## src/rtl/ebus_arb.sv

```systemverilog
// ebus_arb: fixed-priority EBUS driver arbiter with registered output,
// multi-driver contention detection/counting and owner hold-timeout check.
// Lowest driving channel index wins; results appear one cycle after sampling.
// Optional build macro: EBUS_HOLD_LAST_EN -- when defined, ebusData keeps its
// last value on idle cycles (bus keeper); otherwise idle cycles drive zeros.
module ebus_arb #(
    parameter int unsigned N_DRV   = 11,
    parameter int unsigned WIDTH   = 36,
    parameter int unsigned TIMEOUT = 64
) (
    input  logic                       clk,
    input  logic                       rstN,
    input  logic [N_DRV*WIDTH-1:0]     drvData,
    input  logic [N_DRV-1:0]           drvDriving,
    input  logic                       errClr,
    output logic [0:WIDTH-1]           ebusData,
    output logic                       ebusValid,
    output logic [$clog2(N_DRV)-1:0]   ebusOwner,
    output logic                       contention,
    output logic [7:0]                 contentionCnt,
    output logic                       holdTimeout,
    output logic [$clog2(N_DRV)-1:0]   timeoutOwner
);

    localparam int unsigned OW     = $clog2(N_DRV);
    localparam int unsigned RW     = (TIMEOUT < 2) ? 1 : $clog2(TIMEOUT + 1);
    localparam int unsigned CW     = 8;
    localparam logic [CW-1:0] CMAX = '1;

    logic             anyDrv;
    logic             multiDrv;
    logic [OW-1:0]    winner;
    logic [WIDTH-1:0] winData;
    logic             sameRun;

    logic [RW-1:0]    runCnt;
    logic [RW-1:0]    runNext;
    logic             toEvent;

    logic             contNext;
    logic [CW-1:0]    cntNext;
    logic             toutNext;
    logic [OW-1:0]    toutOwnerNext;

    // Priority select: first driving channel from index 0 upward wins; a second driver marks contention
    always_comb begin
        anyDrv   = 1'b0;
        multiDrv = 1'b0;
        winner   = '0;
        winData  = '0;
        for (int i = 0; i < int'(N_DRV); i++) begin
            if (drvDriving[i]) begin
                if (anyDrv) begin
                    multiDrv = 1'b1;
                end else begin
                    winner  = OW'(i);
                    winData = drvData[i*WIDTH +: WIDTH];
                end
                anyDrv = 1'b1;
            end
        end
    end

    // The registered output already records last cycle's owner, so it doubles as run history
    assign sameRun = ebusValid && (ebusOwner == winner);

    generate
        if (TIMEOUT == 0) begin : gNoTimeout
            assign runNext = '0;
            assign toEvent = 1'b0;
        end else begin : gTimeout
            // Run-length next state: reload on new owner, count up, saturate at the limit
            always_comb begin
                runNext = '0;
                if (anyDrv) begin
                    if (!sameRun) begin
                        runNext = RW'(1);
                    end else if (runCnt != RW'(TIMEOUT)) begin
                        runNext = RW'(runCnt + RW'(1));
                    end else begin
                        runNext = runCnt;
                    end
                end
            end

            // Timeout fires only on the cycle the run first reaches the limit
            assign toEvent = anyDrv && (runNext == RW'(TIMEOUT))
                             && !(sameRun && (runCnt == RW'(TIMEOUT)));
        end
    endgenerate

    // Error-state next values; a same-cycle error event takes precedence over errClr
    always_comb begin
        contNext      = contention;
        cntNext       = contentionCnt;
        toutNext      = holdTimeout;
        toutOwnerNext = timeoutOwner;

        if (errClr) begin
            contNext      = 1'b0;
            cntNext       = '0;
            toutNext      = 1'b0;
            toutOwnerNext = '0;
        end

        if (multiDrv) begin
            contNext = 1'b1;
            if (errClr) begin
                cntNext = CW'(1);
            end else if (contentionCnt != CMAX) begin
                cntNext = CW'(contentionCnt + CW'(1));
            end
        end

        if (toEvent) begin
            toutNext = 1'b1;
            if (!holdTimeout || errClr) begin
                toutOwnerNext = winner;
            end
        end
    end

    // EBUS output register
    always_ff @(posedge clk or negedge rstN) begin
        if (!rstN) begin
            ebusData  <= '0;
            ebusValid <= 1'b0;
            ebusOwner <= '0;
        end else begin
            ebusValid <= anyDrv;
            if (anyDrv) begin
                ebusData  <= winData;
                ebusOwner <= winner;
            end else begin
`ifdef EBUS_HOLD_LAST_EN
                ebusData  <= ebusData;
`else
                ebusData  <= '0;
`endif
            end
        end
    end

    // Hold run counter
    always_ff @(posedge clk or negedge rstN) begin
        if (!rstN) begin
            runCnt <= '0;
        end else begin
            runCnt <= runNext;
        end
    end

    // Sticky error flags, contention counter and first timeout offender
    always_ff @(posedge clk or negedge rstN) begin
        if (!rstN) begin
            contention    <= 1'b0;
            contentionCnt <= '0;
            holdTimeout   <= 1'b0;
            timeoutOwner  <= '0;
        end else begin
            contention    <= contNext;
            contentionCnt <= cntNext;
            holdTimeout   <= toutNext;
            timeoutOwner  <= toutOwnerNext;
        end
    end

endmodule

```

## config.mk

```make
export PLATFORM = sky130hd
export DESIGN_NAME = ebus_arb
export DESIGN_NICKNAME = d
export VERILOG_FILES = /design/src/rtl/ebus_arb.sv
export SDC_FILE = /design/constraint.sdc
export NUM_CORES = 1
export LEC_CHECK = 0
export BUFFER_PORTS_ARGS = -buffer_cell sky130_fd_sc_hd__buf_2
export CELL_PAD_IN_SITES_DETAIL_PLACEMENT = 0
export CELL_PAD_IN_SITES_GLOBAL_PLACEMENT = 1
export CORE_AREA = 5 5 179 181
export DETAILED_ROUTE_END_ITERATION = 16
export DIE_AREA = 0 0 184 186
export MAX_ROUTING_LAYER = met4
export PLACE_DENSITY = 0.6
export SLEW_MARGIN = 30
export SYNTH_ARGS = -nofsm -noshare
export SYNTH_HDL_FRONTEND = slang
export SYNTH_SLANG_ARGS = --single-unit
```

## constraint.sdc

```tcl
create_clock -name clk -period 3.6 [get_ports clk]
set_input_delay 0.54 -clock clk [delete_from_list [all_inputs] [get_ports clk]]
set_output_delay 0.54 -clock clk [all_outputs]
set_load 0.01 [all_outputs]
```

# [Word level (Yosys, flattened, before mapping)]
# Index checks and enable logic that the tools add are counted.
[word_totals] reg_bits=62 in_bits=410 out_inout_bits=55 word_cells=110
[op_classes] n_addsub=2 n_eq_ne=5 mux=86 reduce_logical=9
[op_table] cell="36-bit 2-to-1 mux" n=22
[op_table] cell="4-bit 2-to-1 mux" n=21
[op_table] cell="1-bit 2-to-1 mux" n=36
[op_table] cell="8-bit 2-to-1 mux" n=4
[op_table] cell="7-bit 2-to-1 mux" n=3
[op_table] cell="7-bit equality test (second input constant)" n=2
[op_table] cell="8-bit by 1-bit adder with 8-bit output (second input constant)" n=1
[op_table] cell="8-bit != test (second input constant)" n=1
[op_table] cell="7-bit by 1-bit adder with 7-bit output (second input constant)" n=1
[op_table] cell="7-bit != test (second input constant)" n=1
[op_table] cell="4-bit equality test" n=1
[op_table] cell="1-bit logical AND" n=4
[op_table] cell="2-bit nonzero test" n=2
[op_table] cell="1-bit logical NOT" n=2
[op_table] cell="1-bit logical OR" n=1

# [Longest topological paths before layout]
[depth] depth_word=29 ltp_mapped=10

# [Worst setup path before layout]
# Ideal clock, no wire load.
[synth_timing] path_type="in2reg" startpoint="input port drvDriving[4]" endpoint="register timeoutOwner[0]" t_arrival_ps=2246 slack_ps=1232 cell_stages=7 cell_sequence="buf_2 > or4_4 > nor4b_2 > o21ai_1 > a211oi_2 > a41oi_1 > o2bb2ai_1"
[synth_between] elab_chain_len=21
[synth_lines] element="start: declaration" line="14" source="input logic [N_DRV-1:0] drvDriving,"
[synth_lines] element="4-bit 2-to-1 mux / 1-bit 2-to-1 mux (equally long branches)" line="52" source="if (drvDriving[i]) begin"
[synth_lines] element="4-bit 2-to-1 mux" line="53" source="if (anyDrv) begin"
[synth_lines] element="4-bit 2-to-1 mux" line="52"
[synth_lines] element="4-bit 2-to-1 mux" line="53"
[synth_lines] element="4-bit 2-to-1 mux" line="52"
[synth_lines] element="4-bit 2-to-1 mux" line="53"
[synth_lines] element="4-bit 2-to-1 mux" line="52"
[synth_lines] element="4-bit 2-to-1 mux" line="53"
[synth_lines] element="[6 not listed]"
[synth_lines] element="1-bit logical AND" line="65" source="assign sameRun = ebusValid && (ebusOwner == winner);"
[synth_lines] element="7-bit 2-to-1 mux" line="76" source="if (!sameRun) begin"
[synth_lines] element="7-bit 2-to-1 mux" line="75" source="if (anyDrv) begin"
[synth_lines] element="7-bit equality test" line="87" source="assign toEvent = anyDrv && (runNext == RW'(TIMEOUT))"
[synth_lines] element="1-bit logical AND" line="87"
[synth_lines] element="1-bit logical AND" line="88" source="&& !(sameRun && (runCnt == RW'(TIMEOUT)));"
[synth_lines] element="4-bit 2-to-1 mux *" line="115" source="if (toEvent) begin"
[synth_lines] element="net toutOwnerNext[0]" line="43" source="logic [OW-1:0] toutOwnerNext;"
[synth_lines] element="end signal: assignment" line="164" source="timeoutOwner <= toutOwnerNext;"
[synth_lines] element="end: declaration" line="22" source="output logic [$clog2(N_DRV)-1:0] timeoutOwner"
# Mark *: on every way through the listed nets, which the timed path passes. The rest lies on a longest branch.
# A chain may end at the register's enable or synchronous reset.

# [Worst setup path after layout]
[layout_timing] startpoint="input port drvDriving[0]" endpoint="register ebusData[1] (netlist bit)"
[layout_between] elab_chain_len=22
[layout_lines] element="36-bit 2-to-1 mux / 1-bit 2-to-1 mux (equally long branches)" line="52"
[layout_lines] element="36-bit 2-to-1 mux" line="53"
[layout_lines] element="36-bit 2-to-1 mux" line="52"
[layout_lines] element="36-bit 2-to-1 mux" line="53"
[layout_lines] element="36-bit 2-to-1 mux" line="52"
[layout_lines] element="36-bit 2-to-1 mux" line="53"
[layout_lines] element="36-bit 2-to-1 mux" line="52"
[layout_lines] element="36-bit 2-to-1 mux" line="53"
[layout_lines] element="[6 not listed]"
[layout_lines] element="36-bit 2-to-1 mux" line="52"
[layout_lines] element="36-bit 2-to-1 mux" line="53"
[layout_lines] element="36-bit 2-to-1 mux" line="52"
[layout_lines] element="36-bit 2-to-1 mux" line="53"
[layout_lines] element="36-bit 2-to-1 mux" line="52"
[layout_lines] element="36-bit 2-to-1 mux" line="53"
[layout_lines] element="36-bit 2-to-1 mux" line="52"
[layout_lines] element="36-bit 2-to-1 mux *" line="131" source="if (anyDrv) begin"
[layout_lines] element="end signal: assignment" line="132" source="ebusData <= winData;"
[layout_lines] element="end: declaration" line="16" source="output logic [0:WIDTH-1] ebusData,"
# Mark *: on every way between the ends. The rest lies on a longest branch, timed or not.

==> flow_metrics.py <==
metrics = {
    "run_status": {
        "status": "finished clean",
    },
    "floorplan": {
        "floorplan.core_area_mm2": 0.0303,
        "floorplan.io_pins": 465,
        "die-height_um": 186,
        "fp.dieW_um": 184,
        "floorplan.die_area_mm2": 0.0342,
        "rows": 64,
        "start_util_pct": 17.6,
    },
    "setup_path": {
        "startpoint_type": "input pin",
        "crit_fanout": 22,
        "cp.arrival_ps": 2750,
        "crit_type": "input pin to flop",
        "crit_required_ps": 3800,
        "critPathCaptureType": "flop",
    },
    "placed_design": {
        "pre_cts_slack_ps": 612,
        "gp_congestion": 0.903,
        "portBuffers": 464,
        "hpwl_um": 30800,
    },
    "yosys": {
        "synth_edf_count": 0,
        "synth_seq_cells": 62,
        "synth_cells": 684,
        "ys_seq_area_share_pct": 29.2,
        "synth_top_area_share_pct": 29.2,
        "synth_area_per_cell_um2": 7.78,
        "syn_area_mm2": 0.00532,
        "synth_nets": 1097,
        "synthDistinctLibCells": 64,
        "synth_area_leaders": "dfrtp_1 (29%), a21oi_1 (7.1%), a22oi_1 (6.2%), a221o_1 (5.5%), o21ai_0 (5.5%)",
        "synth-main-ff-cell": "dfrtp_1",
        "post-synth-top-area-cell": "dfrtp_1",
        "synth-warning-count": 0,
        "synthArstFlopShare_pct": 100,
    },
    "routing": {
        "ant_nets": 0,
        "wl_per_cell_um": 24.4,
        "drt_iter0_drc": 536,
        "wirelength_um": 37200,
        "first_pass_iters": 8,
        "vias": 7509,
        "vias_per_cell": 4.93,
        "route.detailed.drc": 0,
    },
    "clock_network": {
        "clock-sinks": 62,
        "htreeDepth": 3,
        "ctsResizeCount": 0,
        "clock_latency_ps": 340,
        "cts.reportedPaths.clkPinSlew_ps": 60,
        "clockBufferDepth": 2,
        "post_cts_buffers": 0,
        "hold_buffers": 0,
        "cts_buffers": 9,
        "cts_tree": "yes",
        "clock-root-buffer": "clkbuf_16",
    },
    "cells_and_area": {
        "multi_input_comb_area_mm2": 0.00345,
        "syn2layout_area_growth_pct": 57.7,
        "fin_util_pct": 27.7,
        "fin_nets": 1527,
        "nFillCells": 3420,
        "drive_above_1_share_pct": 46.6,
        "register_area_mm2": 0.00155,
        "final_cell_mix": "buf_2 (463), a21oi_1 (75), dfrtp_1 (62)",
        "final_common_cell": "buf_2",
    },
    "pwr": {
        "powerDensity_mw_per_mm2": 298,
        "ir_drop_v": 0.000219,
        "power.total_w": 0.00250,
        "p_leak_nw": 4.00,
    },
    "sta": {
        "fin_crit_sh_pct": 70.8,
        "final_max_slew_viol_count": 0,
        "post-route-min-period_ps": 2550,
        "relSlewSlack_pct": 41.3,
        "fin_worst_skew_ps": 13.2,
        "hold_viol": 0,
        "tns_ps": 0,
        "setup_ws_ps": 1050,
        "setup_viol_count_final": 0,
        "hold_ws_ps": 214,
        "fmax_ghz": 0.393,
        "worst-slew-pin-transition_ps": 878,
        "rsz0062_at_grt": "no",
    },
    "hold_path": {
        "hold_class": "input pin to asynchronous set/reset pin",
    },
    "global_route": {
        "grt_pass1_vias": 7678,
        "grt_pass1_wl_um": 51200,
        "antenna_found_initial": 7,
        "gr-total-overflow": 0,
        "gr-usage-all-layers_pct": 21.1,
        "grt_max_degree": 63,
    },
    "run": {
        "max_cap_violations": 0,
    },
}
[cell families (layout without fill, tap and decap cells)]
logic type	count (synthesis)	in the layout	share of synthesized area [%]
AO/OA/AOI/OAI	337	337	43.1
AND/OR/NAND/NOR	181	181	17.7
buffers and inverters	84	518	6.35
flip-flops	62	62	29.2
XOR/XNOR	8	8	1.32
multiplexers	7	7	1.32
adder cells (fa/ha/maj)	5	5	1.08
other	0	8	0
[per-layer routing]
| metal | vias to the layer above | track usage [%] | share of wire (%) |
|---|---|---|---|
| li1 | 3575 | - | - |
| met1 | 3566 | 25.4 | 41 |
| met2 | 336 | 36.1 | 52 |
| met3 | 32 | 4.01 | 5.6 |
| met4 | 0 | 5.65 | 2.1 |
| met5 | - | - | 0 |
[report_power, final]
part / switching, W / internal (W) / total [W]
logic: 0.000404 / 0.000331 / 0.000735
registers: 0.0000293 / 0.000750 / 0.000780
clock network: 0.000348 / 0.000638 / 0.000987
[final timing paths]
| kind | slack [ps] | from | cells after the start | end |
|---|---|---|---|---|
| max in group asynchronous | 2940 | rstN | 1 | ebusData[34] |
| max reg2reg | 1180 | runCnt[0] | 7 | timeoutOwner[1] |
| max | 1050 | drvDriving[0] | 8 | ebusData[1] |
| min in group clk | 430 | drvData[273] | 2 | ebusData[14] |
| min | 210 | rstN | 1 | runCnt[0] |
| min reg2reg | 490 | timeoutOwner[2] | 1 | timeoutOwner[2] |
[registers in the layout (all words and copies together), names as in the netlist]
register	cells
holdTimeout	1
runCnt	7
timeoutOwner	4
ebusOwner	4
contention	1
contentionCnt	8
ebusValid	1
ebusData	36
[cell type report]
class / count / share of cell area [%]
Multi-Input combinational cell: 538 / 41.2
Timing Repair Buffer: 483 / 29.5
Sequential cell: 62 / 18.5
Tap cell: 396 / 5.91
Clock buffer: 11 / 3.01
Inverter: 20 / 0.895
Clock inverter: 4 / 0.835
Antenna cell: 8 / 0.239
[metrics by stage]
step	cells	area [um^2]
after floorplan	684	5320
after detailed placement	1499	8040
after global routing	1522	8390
after global placement	1499	8040
after CTS	1514	8360
final	1522	8390
[worst max-delay path, cell delays in order]
cell and delay [ps]:
buf_2 150, buf_4 220, or4_1 660, nor2_1 160, buf_4 210, nand3_1 380, a21oi_1 360, a31oi_1 70
[Yosys cell counts (all sizes together), types with 2 or more instances]
| cell type | n |
|---|---|
| or2 | 2 |
| a222oi | 19 |
| and3 | 3 |
| or3 | 8 |
| o21ai | 85 |
| a221o | 29 |
| nor3 | 12 |
| xnor2 | 4 |
| clkbuf | 41 |
| nor3b | 2 |
| o21a | 2 |
| nand2 | 56 |
| a31oi | 6 |
| xor2 | 4 |
| o221ai | 10 |
| a21o | 10 |
| ha | 3 |
| mux2i | 7 |
| a41oi | 2 |
| buf | 23 |
| nand4 | 18 |
| dfrtp | 62 |
| a21oi | 75 |
| maj3 | 2 |
| nor4 | 3 |
| nor2 | 52 |
| a211oi | 18 |
| o2bb2ai | 5 |
| nand2b | 2 |
| or4 | 2 |
| nor4b | 2 |
| nor2b | 3 |
| o22ai | 17 |
| a22oi | 44 |
| nand3 | 11 |
| inv | 20 |
| a221oi | 9 |
Power figures use the tool's default switching activity.
